==> src/rtl/stopwatch_core.sv <==
// Stopwatch timekeeping core: BCD MM:SS with run/pause, clear and manual field adjust.
// Optional build macro ADJ_BLINK_EN blanks the selected field at DIV_BLINK rate in ADJUST.
module stopwatch_core #(
  parameter int unsigned DIV_SEC   = 100_000_000,
  parameter int unsigned DIV_ADJ   = 50_000_000,
  parameter int unsigned DIV_BLINK = 25_000_000
) (
  input  logic       CLK,
  input  logic       RESET_N,
  input  logic       START_STOP,
  input  logic       CLEAR,
  input  logic       ADJ,
  input  logic       SEL,
  output logic [3:0] d0,
  output logic [3:0] d1,
  output logic [3:0] d2,
  output logic [3:0] d3,
  output logic       RUNNING,
  output logic       ROLLOVER
);

  localparam int unsigned SEC_W = $clog2(DIV_SEC);
  localparam int unsigned ADJ_W = $clog2(DIV_ADJ);
  localparam logic [SEC_W-1:0] SEC_LAST = SEC_W'(DIV_SEC - 1);
  localparam logic [ADJ_W-1:0] ADJ_LAST = ADJ_W'(DIV_ADJ - 1);

  typedef enum logic [1:0] {
    S_IDLE,
    S_RUN,
    S_PAUSE,
    S_ADJUST
  } state_e;

  state_e             state_q, state_d;
  logic [SEC_W-1:0]   sec_cnt_q, sec_cnt_d;
  logic [ADJ_W-1:0]   adj_cnt_q, adj_cnt_d;
  logic [7:0]         secs_q, secs_d;   // {tens, ones} BCD
  logic [7:0]         mins_q, mins_d;
  logic               rollover_q, rollover_d;
  logic               sec_tick, adj_tick;
  logic               blank_sec, blank_min;

  function automatic logic [7:0] bcd60_inc(input logic [7:0] v);
    logic [7:0] r;
    if (v[3:0] == 4'd9) begin
      r[3:0] = 4'd0;
      r[7:4] = (v[7:4] == 4'd5) ? 4'd0 : v[7:4] + 4'd1;
    end else begin
      r = {v[7:4], v[3:0] + 4'd1};
    end
    return r;
  endfunction

  // State register
  always_ff @(posedge CLK or negedge RESET_N) begin
    if (!RESET_N) state_q <= S_IDLE;
    else          state_q <= state_d;
  end

  // Next-state logic: CLEAR > ADJ > START_STOP
  always_comb begin
    state_d = state_q;
    if (CLEAR) begin
      state_d = S_IDLE;
    end else begin
      unique case (state_q)
        S_IDLE:   if (ADJ) state_d = S_ADJUST; else if (START_STOP) state_d = S_RUN;
        S_RUN:    if (START_STOP) state_d = S_PAUSE;
        S_PAUSE:  if (ADJ) state_d = S_ADJUST; else if (START_STOP) state_d = S_RUN;
        S_ADJUST: if (!ADJ) state_d = S_PAUSE;
        default:  state_d = S_IDLE;
      endcase
    end
  end

  assign sec_tick = (state_q == S_RUN)    && (sec_cnt_q == SEC_LAST);
  assign adj_tick = (state_q == S_ADJUST) && (adj_cnt_q == ADJ_LAST);

  // Datapath: the second prescaler holds outside RUN so a paused partial second resumes;
  // the adjust prescaler sits at zero outside ADJUST, which clears it on entry.
  always_comb begin
    sec_cnt_d  = sec_cnt_q;
    adj_cnt_d  = '0;
    secs_d     = secs_q;
    mins_d     = mins_q;
    rollover_d = 1'b0;
    if (CLEAR) begin
      sec_cnt_d = '0;
      secs_d    = '0;
      mins_d    = '0;
    end else begin
      if (state_q == S_RUN)
        sec_cnt_d = sec_tick ? '0 : sec_cnt_q + SEC_W'(1);
      if ((state_q == S_ADJUST) && !adj_tick)
        adj_cnt_d = adj_cnt_q + ADJ_W'(1);
      if (sec_tick) begin
        secs_d = bcd60_inc(secs_q);
        if (secs_q == 8'h59) begin
          mins_d     = bcd60_inc(mins_q);
          rollover_d = (mins_q == 8'h59);
        end
      end
      if (adj_tick) begin
        if (SEL) mins_d = bcd60_inc(mins_q);
        else     secs_d = bcd60_inc(secs_q);
      end
    end
  end

  always_ff @(posedge CLK or negedge RESET_N) begin
    if (!RESET_N) begin
      sec_cnt_q  <= '0;
      adj_cnt_q  <= '0;
      secs_q     <= '0;
      mins_q     <= '0;
      rollover_q <= 1'b0;
    end else begin
      sec_cnt_q  <= sec_cnt_d;
      adj_cnt_q  <= adj_cnt_d;
      secs_q     <= secs_d;
      mins_q     <= mins_d;
      rollover_q <= rollover_d;
    end
  end

`ifdef ADJ_BLINK_EN
  localparam int unsigned BLK_W = $clog2(DIV_BLINK);
  localparam logic [BLK_W-1:0] BLK_LAST = BLK_W'(DIV_BLINK - 1);

  logic [BLK_W-1:0] blink_cnt_q, blink_cnt_d;
  logic             blink_q, blink_d;

  always_comb begin
    blink_cnt_d = '0;
    blink_d     = 1'b0;
    if (!CLEAR && (state_q == S_ADJUST)) begin
      if (blink_cnt_q == BLK_LAST) begin
        blink_d = ~blink_q;
      end else begin
        blink_cnt_d = blink_cnt_q + BLK_W'(1);
        blink_d     = blink_q;
      end
    end
  end

  always_ff @(posedge CLK or negedge RESET_N) begin
    if (!RESET_N) begin
      blink_cnt_q <= '0;
      blink_q     <= 1'b0;
    end else begin
      blink_cnt_q <= blink_cnt_d;
      blink_q     <= blink_d;
    end
  end

  // Gate with state: blink_q may still be set for the first cycle after leaving ADJUST.
  assign blank_sec = blink_q && (state_q == S_ADJUST) && !SEL;
  assign blank_min = blink_q && (state_q == S_ADJUST) &&  SEL;
`else
  // DIV_BLINK only matters when blinking is built in.
  logic unused_div_blink;
  assign unused_div_blink = ^DIV_BLINK;
  assign blank_sec = 1'b0;
  assign blank_min = 1'b0;
`endif

  // Output logic
  always_comb begin
    d0       = blank_sec ? 4'hF : secs_q[3:0];
    d1       = blank_sec ? 4'hF : secs_q[7:4];
    d2       = blank_min ? 4'hF : mins_q[3:0];
    d3       = blank_min ? 4'hF : mins_q[7:4];
    RUNNING  = (state_q == S_RUN);
    ROLLOVER = rollover_q;
  end

endmodule

==> config.mk <==
export PLATFORM = sky130hd
export DESIGN_NAME = stopwatch_core
export DESIGN_NICKNAME = d
export VERILOG_FILES = /design/src/rtl/stopwatch_core.sv
export SDC_FILE = /design/constraint.sdc
export NUM_CORES = 1
export LEC_CHECK = 0
export CAP_MARGIN = 15
export CORE_MARGIN = 2
export CORE_UTILIZATION = 50
export DETAILED_ROUTE_END_ITERATION = 12
export PLACE_DENSITY = 0.72
export SLEW_MARGIN = 20
export SYNTH_ARGS = -nofsm -noshare
export SYNTH_HDL_FRONTEND = slang
export SYNTH_SLANG_ARGS = --single-unit
==> constraint.sdc <==
create_clock -name CLK -period 8.15 [get_ports CLK]
set_clock_uncertainty 0.1 [all_clocks]
set_input_delay 1.63 -clock CLK [delete_from_list [all_inputs] [get_ports CLK]]
set_output_delay 1.63 -clock CLK [all_outputs]
set_load 0.005 [all_outputs]
Yosys cells after proc, flatten, opt, wreduce, memory -nomap -nowiden:

Index checks and enable logic that the tools add are counted.

* multiplexer cells: 27
* reduce and logical (&&, ||, !) cells: 8
* $add $sub $neg: 6
* equal/unequal tests: 14

Operator list (count)
* $mux W8: 11
* $mux W27: 3
* $mux W26: 2
* $add A27 B1 Y27 const B: 1
* $eq A27 B27 Y1 const B: 1
* $add A26 B1 Y26 const B: 1
* $eq A26 B26 Y1 const B: 1
* $add A4 B1 Y4 const B: 4
* $eq A8 B7 Y1 const B: 2
* $mux W2: 5
* $eq A4 B3 Y1 const B: 2
* $eq A4 B4 Y1 const B: 2
* $mux W4: 2
* $ne A3 B3 Y1 const B: 2
* $pmux W2 S3: 1
* $eq A2 B2 Y1 const B: 2
* $ne A4 B1 Y1 const B: 1
* $logic_and A1 B1 Y1: 3
* $mux W1: 3
* $reduce_and A3 Y1: 1
* $eq A2 B1 Y1 const B: 1
* $logic_not A2 Y1: 1
* $reduce_bool A2 Y1: 1
* $reduce_or A2 Y1: 1
* $logic_not A1 Y1: 1

* input port bits: 6
* word-level logic and storage cells: 61
* flip-flop bits (word level): 72

Longest topological paths before layout:

Gate-level depths: netlist of run 1.

* depth in word-level cells: 8
* gate-level depth with buffers: 9
* depth with buffers taken out: 7

Worst setup path after synthesis of run 1:

Ideal clock, no wire load.

* path type: input -> register
* start: in CLEAR
* end: reg sec_cnt_q[26]
* cell stages on the path: 6
* path buffers: 1
* setup time: 132 ps
* data arrival time: 2681 ps
* data required time: 7918 ps
* path slack: 5238 ps
* cells stage by stage: inv_1 clkbuf_1 a211oi_1 nand4_1 xor2_1 nor2_1

* longest elaborated chain between the ends: 1

Ends and longest elaborated chain
* start: declaration: RTL line 11 `input logic CLEAR,`
* $mux W27 or $reduce_bool A2 Y1 (tied branches)
* end signal: assignment: RTL line 118 `sec_cnt_q <= sec_cnt_d;`
* end: declaration: RTL line 35 `logic [SEC_W-1:0] sec_cnt_q, sec_cnt_d;`

Several ways; a longest one is shown, not always the timed one.
A chain may end at the register's enable or synchronous reset.

Final worst setup path of run 1:

Same ends and word-level chain as after synthesis.

==> results of run 1 <==
==> flip-flops by register name, indices dropped and copies added, names as in the netlist <==
name and count:
state_q 2, ROLLOVER 1, sec_cnt_q 27, secs_q 8, mins_q 8, adj_cnt_q 26
==> worst max path at each step <==
stage          start             to  depth (start not counted)
2_1_floorplan  CLEAR  sec_cnt_q[26]                          6
3_3_place_gp   CLEAR  adj_cnt_q[23]                          5
3_5_place_dp   CLEAR  adj_cnt_q[19]                          5
4_1_cts        CLEAR  adj_cnt_q[13]                          5
5_1_grt        CLEAR  sec_cnt_q[16]                          7
6_report       CLEAR  sec_cnt_q[26]                          7
==> worst register-to-register path, cell delays in order, from the launching register on <==
cell and delay, ns:
dfrtp_1 0.41, or4b_1 0.56, nor4_1 0.74, nand4_1 0.46
a21oi_1 0.28, mux2_1 0.34
==> kinds of logic (layout without fill, tap and decap cells) <==
kind of cell | after synthesis | count (layout) | synth area share (%)
mux | 9 | 9 | 2.36
xor+xnor | 41 | 41 | 8.92
flops | 72 | 72 | 44.8
fa+ha+maj | 10 | 10 | 3.11
compound gates | 53 | 53 | 9.76
buf+inv | 32 | 61 | 3.17
simple gates | 220 | 220 | 27.9
==> power groups by stage <==
stage	sequential, mW	clock [mW]	combinational [mW]
2_1_floorplan	0.368	0	0.0156
3_3_place_gp	0.369	0	0.0308
3_5_place_dp	0.369	0	0.0314
4_1_cts	0.362	0.360	0.0316
5_1_grt	0.362	0.381	0.0356
6_report	0.362	0.355	0.0313
==> final cells by class <==
| class | count | area, µm² |
|---|---|---|
| Fill cell | 706 | 3160 |
| Inverter | 18 | 67.6 |
| Timing Repair Buffer | 27 | 259 |
| Clock buffer | 11 | 151 |
| Multi-Input combinational cell | 333 | 2100 |
| Clock inverter | 5 | 103 |
| Sequential cell | 72 | 1800 |
| Tap cell | 102 | 128 |
==> layout by cell type, fill, tap and decap left out, types with 3 or more instances in the layout <==
master and n:
inv_1 17, nor4_1 13, buf_4 3, a31oi_1 3
xnor2_1 25, xor2_1 16, nor2_1 56, a211oi_1 3
and3_1 11, nor2b_1 5, nor3_1 20, nand3_1 34
o21ai_0 4, nand2b_1 3, or4_4 3, dfrtp_1 72
a211o_1 7, ha_1 10, bufinv_16 3, mux2_2 3
mux2i_1 5, a21oi_1 16, clkbuf_8 11, clkdlybuf4s50_1 22
nand2_1 33, or4_1 4, nand4_1 27, and3b_1 3
==> per-layer routing <==
layer | global-route usage [%] | share of wire (%) | vias to the layer above
met3 | 4.41 | 3.7 | 9
met5 | 0 | 0 | -
met4 | 5.80 | 0.92 | 0
li1 | - | - | 1626
met1 | 30.5 | 49 | 1617
met2 | 33.2 | 47 | 75
==> metrics.md, run 1 <==
| Metric | Value |
|---|---|
| Global route overflow | `0` |
| Hold_ws | `0.421 ns` |
| Hold Path Class | `register to register` |
| Final Non-Filler Cells | `568` |
| Resize count post-CTS | `0` |
| Post-route ant nets | `0` |
| Leakage | `1.78 nW` |
| Synthesis-to-finish area growth | `14.6%` |
| DP Cell Count | `551` |
| Clock slew at reported path FFs | `0.07 ns` |
| RSZ-0062 raised after global routing | `false` |
| Flops & latches, synth | `72` |
| DRC | `0` |
| Synth area leader | `dfrtp_1` |
| Sw frac | `21.5%` |
| Design Area, Final | `4610 µm²` |
| Die Area | `8780 µm²` |
| Hold depth | `1` |
| Fin nets | `477` |
| Final Cycle Share | `45.8%` |
| Antenna Cells | `0` |
| Part of the power in combinational logic | `4.2%` |
| Post-synth net total | `453` |
| Count of final hold-check violations | `0` |
| Clk pwr share | `47.5%` |
| Worst slew margin | `35.5%` |
| Worst skew pair latency | `0.34 ns` |
| Worst Path Buf+Inv | `3` |
| Delay-heaviest family, CP | `buffers and inverters` |
| Final setup vio count | `0` |
| Crit path launch type | `input port` |
| Warnings from Yosys | `0` |
| Core Rows | `32` |
| Syn Inst Count | `437` |
| Post-synth EDFFs | `0` |
| PwrDens | `162 nW/µm²` |
| Main synth FF type | `dfrtp_1` |
| Status | `finished, final reports clean` |
| CTS tree | `yes` |
| Post-CTS Setup Repair Bufs | `0` |
| Mean Syn Cell Area | `9.21 µm²` |
| Layout Utilization | `59.3%` |
| PortBufs | `23` |
| Core ar. | `7770 µm²` |
| Placed wire-length estimate | `5.75 mm` |
| Routed wire length | `8.71 mm` |
| Highest clock rate | `268 MHz` |
| Top post-synthesis cells by area | `dfrtp_1 (45%), xnor2_1 (5.4%), nor2_1 (5.2%)` |
| Worst Hold Launch | `adj_cnt_q[0]` |
| Global-route wire length before repair | `15.1 mm` |
| First-pass DRT Iterations | `4` |
| Worst EP arrival | `3.85 ns` |
| R2R setup slack | `5.16 ns` |
| Worst-path maximum fanout | `30` |
| Post-synthesis cell type count | `50` |
| DR WL/cell | `15.3 µm` |
| Slowest-stage cell, CP | `a211oi_1` |
| Worst-margin pin slew | `0.959 ns` |
| Share of cells above drive strength 1 | `6.87%` |
| Vias | `3,327` |
| RR Endpoint | `mins_q[7]` |
| Largest net degree at the start of global routing | `73` |
| Starting DRT DRC Count | `158` |
| Placed Area | `4340 µm²` |
| Share of power burned in registers | `48.3%` |
| Initial antenna violation count | `0` |
| Crit-path max cell delay | `0.71 ns` |
| Vias in the first global route | `3,166` |
| Pre-CTS setup slack | `4.05 ns` |
| TritonCTS Buffers | `9` |
| Post-synthesis sequential area ratio | `44.8%` |
| Most frequent cells after synthesis | `dfrtp_1 (72), nor2_1 (56), nand3_1 (34)` |
| CTS Hold Bufs | `0` |
| DR vias/cell | `5.86` |
| Critical R2R Launch | `adj_cnt_q[8]` |
| H-tree levels | `3` |
| Critical path required time | `8.27 ns` |
| Synth async-reset ratio | `100%` |
| Worst path cell trace | `clkdlybuf4s50_1 -> buf_4 -> inv_1 -> a211oi_1 -> nand4_1 -> xor2_1 -> nor2_1` |
| Mapped Area | `4020 µm²` |
| Ports | `24` |
| Top-count cell post-synth | `dfrtp_1` |
| Slew Viols, Final | `0` |
| Setup TNS | `0 ns` |
| Pint | `0.587 mW` |
| Die Y | `93.7 µm` |
| End of the worst hold path | `adj_cnt_q[0]` |
| Clock buffer depth | `2` |
| P_sw | `0.161 mW` |
| Power consumption | `0.748 mW` |
| Clock Tree Root | `clkbuf_8` |
| Max-cap check violation count | `0` |
| R2R cell count | `5` |
| Worst Setup Path Type | `input port to register` |
| CP Capture Type | `register` |
| Max VDD drop | `0.0799 mV` |
| Final Wtd Congestion | `0.823` |
| Yosys top cell area share | `44.8%` |
| Initial Util | `51.8%` |
| Die Wd | `93.7 µm` |
| Final worst slack | `4.42 ns` |
| Clk sink count | `72` |
| Fin crit period | `3.73 ns` |
| GRT Util Overall | `21.4%` |
(Power assumes the default switching activity.)
==> run 2, diff against run 1 <==
PLACE_DENSITY = 0.75   (was 0.72)
clock period = 3.09 ns   (was 8.15 ns; I/O delays follow)
==> run 2 against run 1 <==
  * Hold slack worse by 0.25 ns
  * Critical path depth shrank 2
  * Largest power group is now clock
  * Sequential share of layout area shrank 0.82 points
  * Via count grew 0.78%
  * Register-to-register slack worse by 4.8 ns
  * Non-clock buffer count grew 10
  * Count of clock-buffer cells in the layout did not move
  * Global-route usage decreased by 0.21 points
  * Die area unchanged
  * Design area rose by 2.1%
  * Sequential power increased to 2.6 times the previous value
==> metrics.md, run 2 (synthesis results as in run 1) <==
| Metric | Value |
|---|---|
| Status | `finished, final reports clean` |
| Highest clock rate | `365 MHz` |
| Fillcell total | `672 (-4.8%)` |
| CP startpoint | `sec_cnt_q[9]` |
| Pre-CTS setup slack | `0.352 ns (-3.70 ns)` |
| Die Area | `8780 µm² (unchanged)` |
| TritonCTS Buffers | `9 (unchanged)` |
| Die Wd | `93.7 µm (unchanged)` |
| First-pass DRT Iterations | `4 (unchanged)` |
| Design Area, Final | `4710 µm² (+2.1%)` |
| CTS tree | `yes` |
| Clock slew at reported path FFs | `0.08 ns (about the same)` |
| Hold Path Class | `input port to async pin` |
| Synthesis-to-finish area growth | `17.0%` |
| DRC | `0 (unchanged)` |
| Global-route wire length before repair | `15.0 mm (-0.91%)` |
| Post-route ant nets | `0 (unchanged)` |
| Critical path required time | `3.23 ns (-5.04 ns)` |
| PwrDens | `433 nW/µm² (+170%)` |
| RSZ-0062 raised after global routing | `false` |
| Final setup vio count | `0 (unchanged)` |
| Clock buffer depth | `2 (unchanged)` |
| Worst slew margin | `56.4% (+21 points)` |
| Setup TNS | `0 ns (unchanged)` |
| Core Rows | `32 (unchanged)` |
| Worst skew pair latency | `0.35 ns (about the same)` |
| Ports | `24 (unchanged)` |
| Most frequent cells in the layout | `dfrtp_1 (72), nor2_1 (56), nand3_1 (34)` |
| PortBufs | `23 (unchanged)` |
| Post-CTS Setup Repair Bufs | `0 (unchanged)` |
| Power consumption | `2.04 mW (+170%)` |
| H-tree levels | `3 (unchanged)` |
| Fin crit period | `2.74 ns` |
| DR WL/cell | `15.0 µm (-2.2%)` |
| Slew Viols, Final | `0 (unchanged)` |
| Leakage | `1.84 nW (+3.2%)` |
| Global route overflow | `0 (unchanged)` |
| Most common cell after layout, fill and taps aside | `dfrtp_1` |
| Initial Util | `51.8% (unchanged)` |
| GRT Util Overall | `21.2% (-0.21 points)` |
| Core ar. | `7770 µm² (unchanged)` |
| Final worst slack | `0.348 ns (-4.07 ns)` |
| Placed wire-length estimate | `5.83 mm (+1.4%)` |
| Largest net degree at the start of global routing | `73 (unchanged)` |
| Slowest-stage cell, CP | `or4_4` |
| Worst path cell trace | `or4_4 -> or4_4 -> or4_4 -> a21oi_1 -> mux2_1` |
| Largest register by flop count | `sec_cnt_q` |
| Max VDD drop | `0.229 mV (+190%)` |
| Final Cycle Share | `88.7%` |
| Placed Area | `4440 µm² (+2.2%)` |
| Vias in the first global route | `3,319 (+4.8%)` |
| Die Y | `93.7 µm (unchanged)` |
| Max FFs per register | `27 (unchanged)` |
| Crit path launch type | `register` |
| Vias | `3,353 (+0.78%)` |
| Resize count post-CTS | `0 (unchanged)` |
| Count of final hold-check violations | `0 (unchanged)` |
| Cell mode on critical path | `or4_4` |
| Worst EP arrival | `2.88 ns (-0.97 ns)` |
| Final Wtd Congestion | `0.827 (+0.46%)` |
| Antenna Cells | `0 (unchanged)` |
| Crit-path max cell delay | `0.61 ns (-0.10 ns)` |
| Hold_ws | `0.171 ns (-0.250 ns)` |
| Clock Tree Root | `clkbuf_8` |
| Fin nets | `487 (+2.1%)` |
| Max-cap check violation count | `0 (unchanged)` |
| Worst-path maximum fanout | `7 (-77%)` |
| Starting DRT DRC Count | `140 (-11%)` |
| Clk sink count | `72 (unchanged)` |
| Worst Setup Path Type | `register to register` |
| Critical R2R Launch | `sec_cnt_q[9]` |
| Routed wire length | `8.67 mm (-0.50%)` |
| Initial antenna violation count | `0 (unchanged)` |
| Largest registers | `sec_cnt_q: 27 flops, adj_cnt_q: 26 flops` |
| CTS Hold Bufs | `0 (unchanged)` |
| DR vias/cell | `5.80 (-0.96%)` |
| Share of cells above drive strength 1 | `8.61% (+1.7 points)` |
| Worst-margin pin slew | `0.651 ns (-0.308 ns)` |
| CP Capture Type | `register` |
-- run 2: report_power, final --
group	switching (mW)	internal, mW
sequential	0.00742	0.947
clock	0.356	0.640
combinational	0.0625	0.0275
total	0.426	1.61
-- run 2: worst paths after layout --
check	slack, ns	to	cells after the start
setup / recovery	0.35	mins_q[7]	5
hold / removal	0.17	secs_q[7]	2
setup reg to reg	0.35	mins_q[7]	5
hold reg to reg	0.41	adj_cnt_q[0]	1
max in group asynchronous	2.38	adj_cnt_q[2]	2
min in group CLK	0.41	adj_cnt_q[0]	1
-- run 2: layout make-up --
| class | count | area, µm² | area share (%) |
|---|---|---|---|
| Clock inverter | 5 | 128 | 2.71 |
| Sequential cell | 72 | 1800 | 38.3 |
| Timing Repair Buffer | 37 | 343 | 7.28 |
| Clock buffer | 11 | 141 | 3.00 |
| Inverter | 18 | 67.6 | 1.44 |
| Multi-Input combinational cell | 333 | 2100 | 44.6 |
| Tap cell | 102 | 128 | 2.71 |
-- run 2: routing by layer --
metal	vias to the layer above	track usage, %	part of all wire, %
met5	-	0	0
met4	0	7.13	1.1
met3	8	3.77	4.1
met2	75	34.5	47
met1	1617	28.5	48
li1	1653	-	-
-- run 2: worst max-delay path: cells and delay by family (launching register included) --
kind               cells  cell delay, ns
and+or+nand+nor        3            1.60
AOI/OAI and AO/OA      1            0.20
muxes                  1            0.33
DFF                    1            0.42
-- run 2: through the flow --
step	instances	utilization, %
3_3_place_gp	562	57.2
5_1_grt	578	60.6
6_report	578	60.6
3_5_place_dp	562	57.2
2_1_floorplan	437	-
4_1_cts	578	60.6
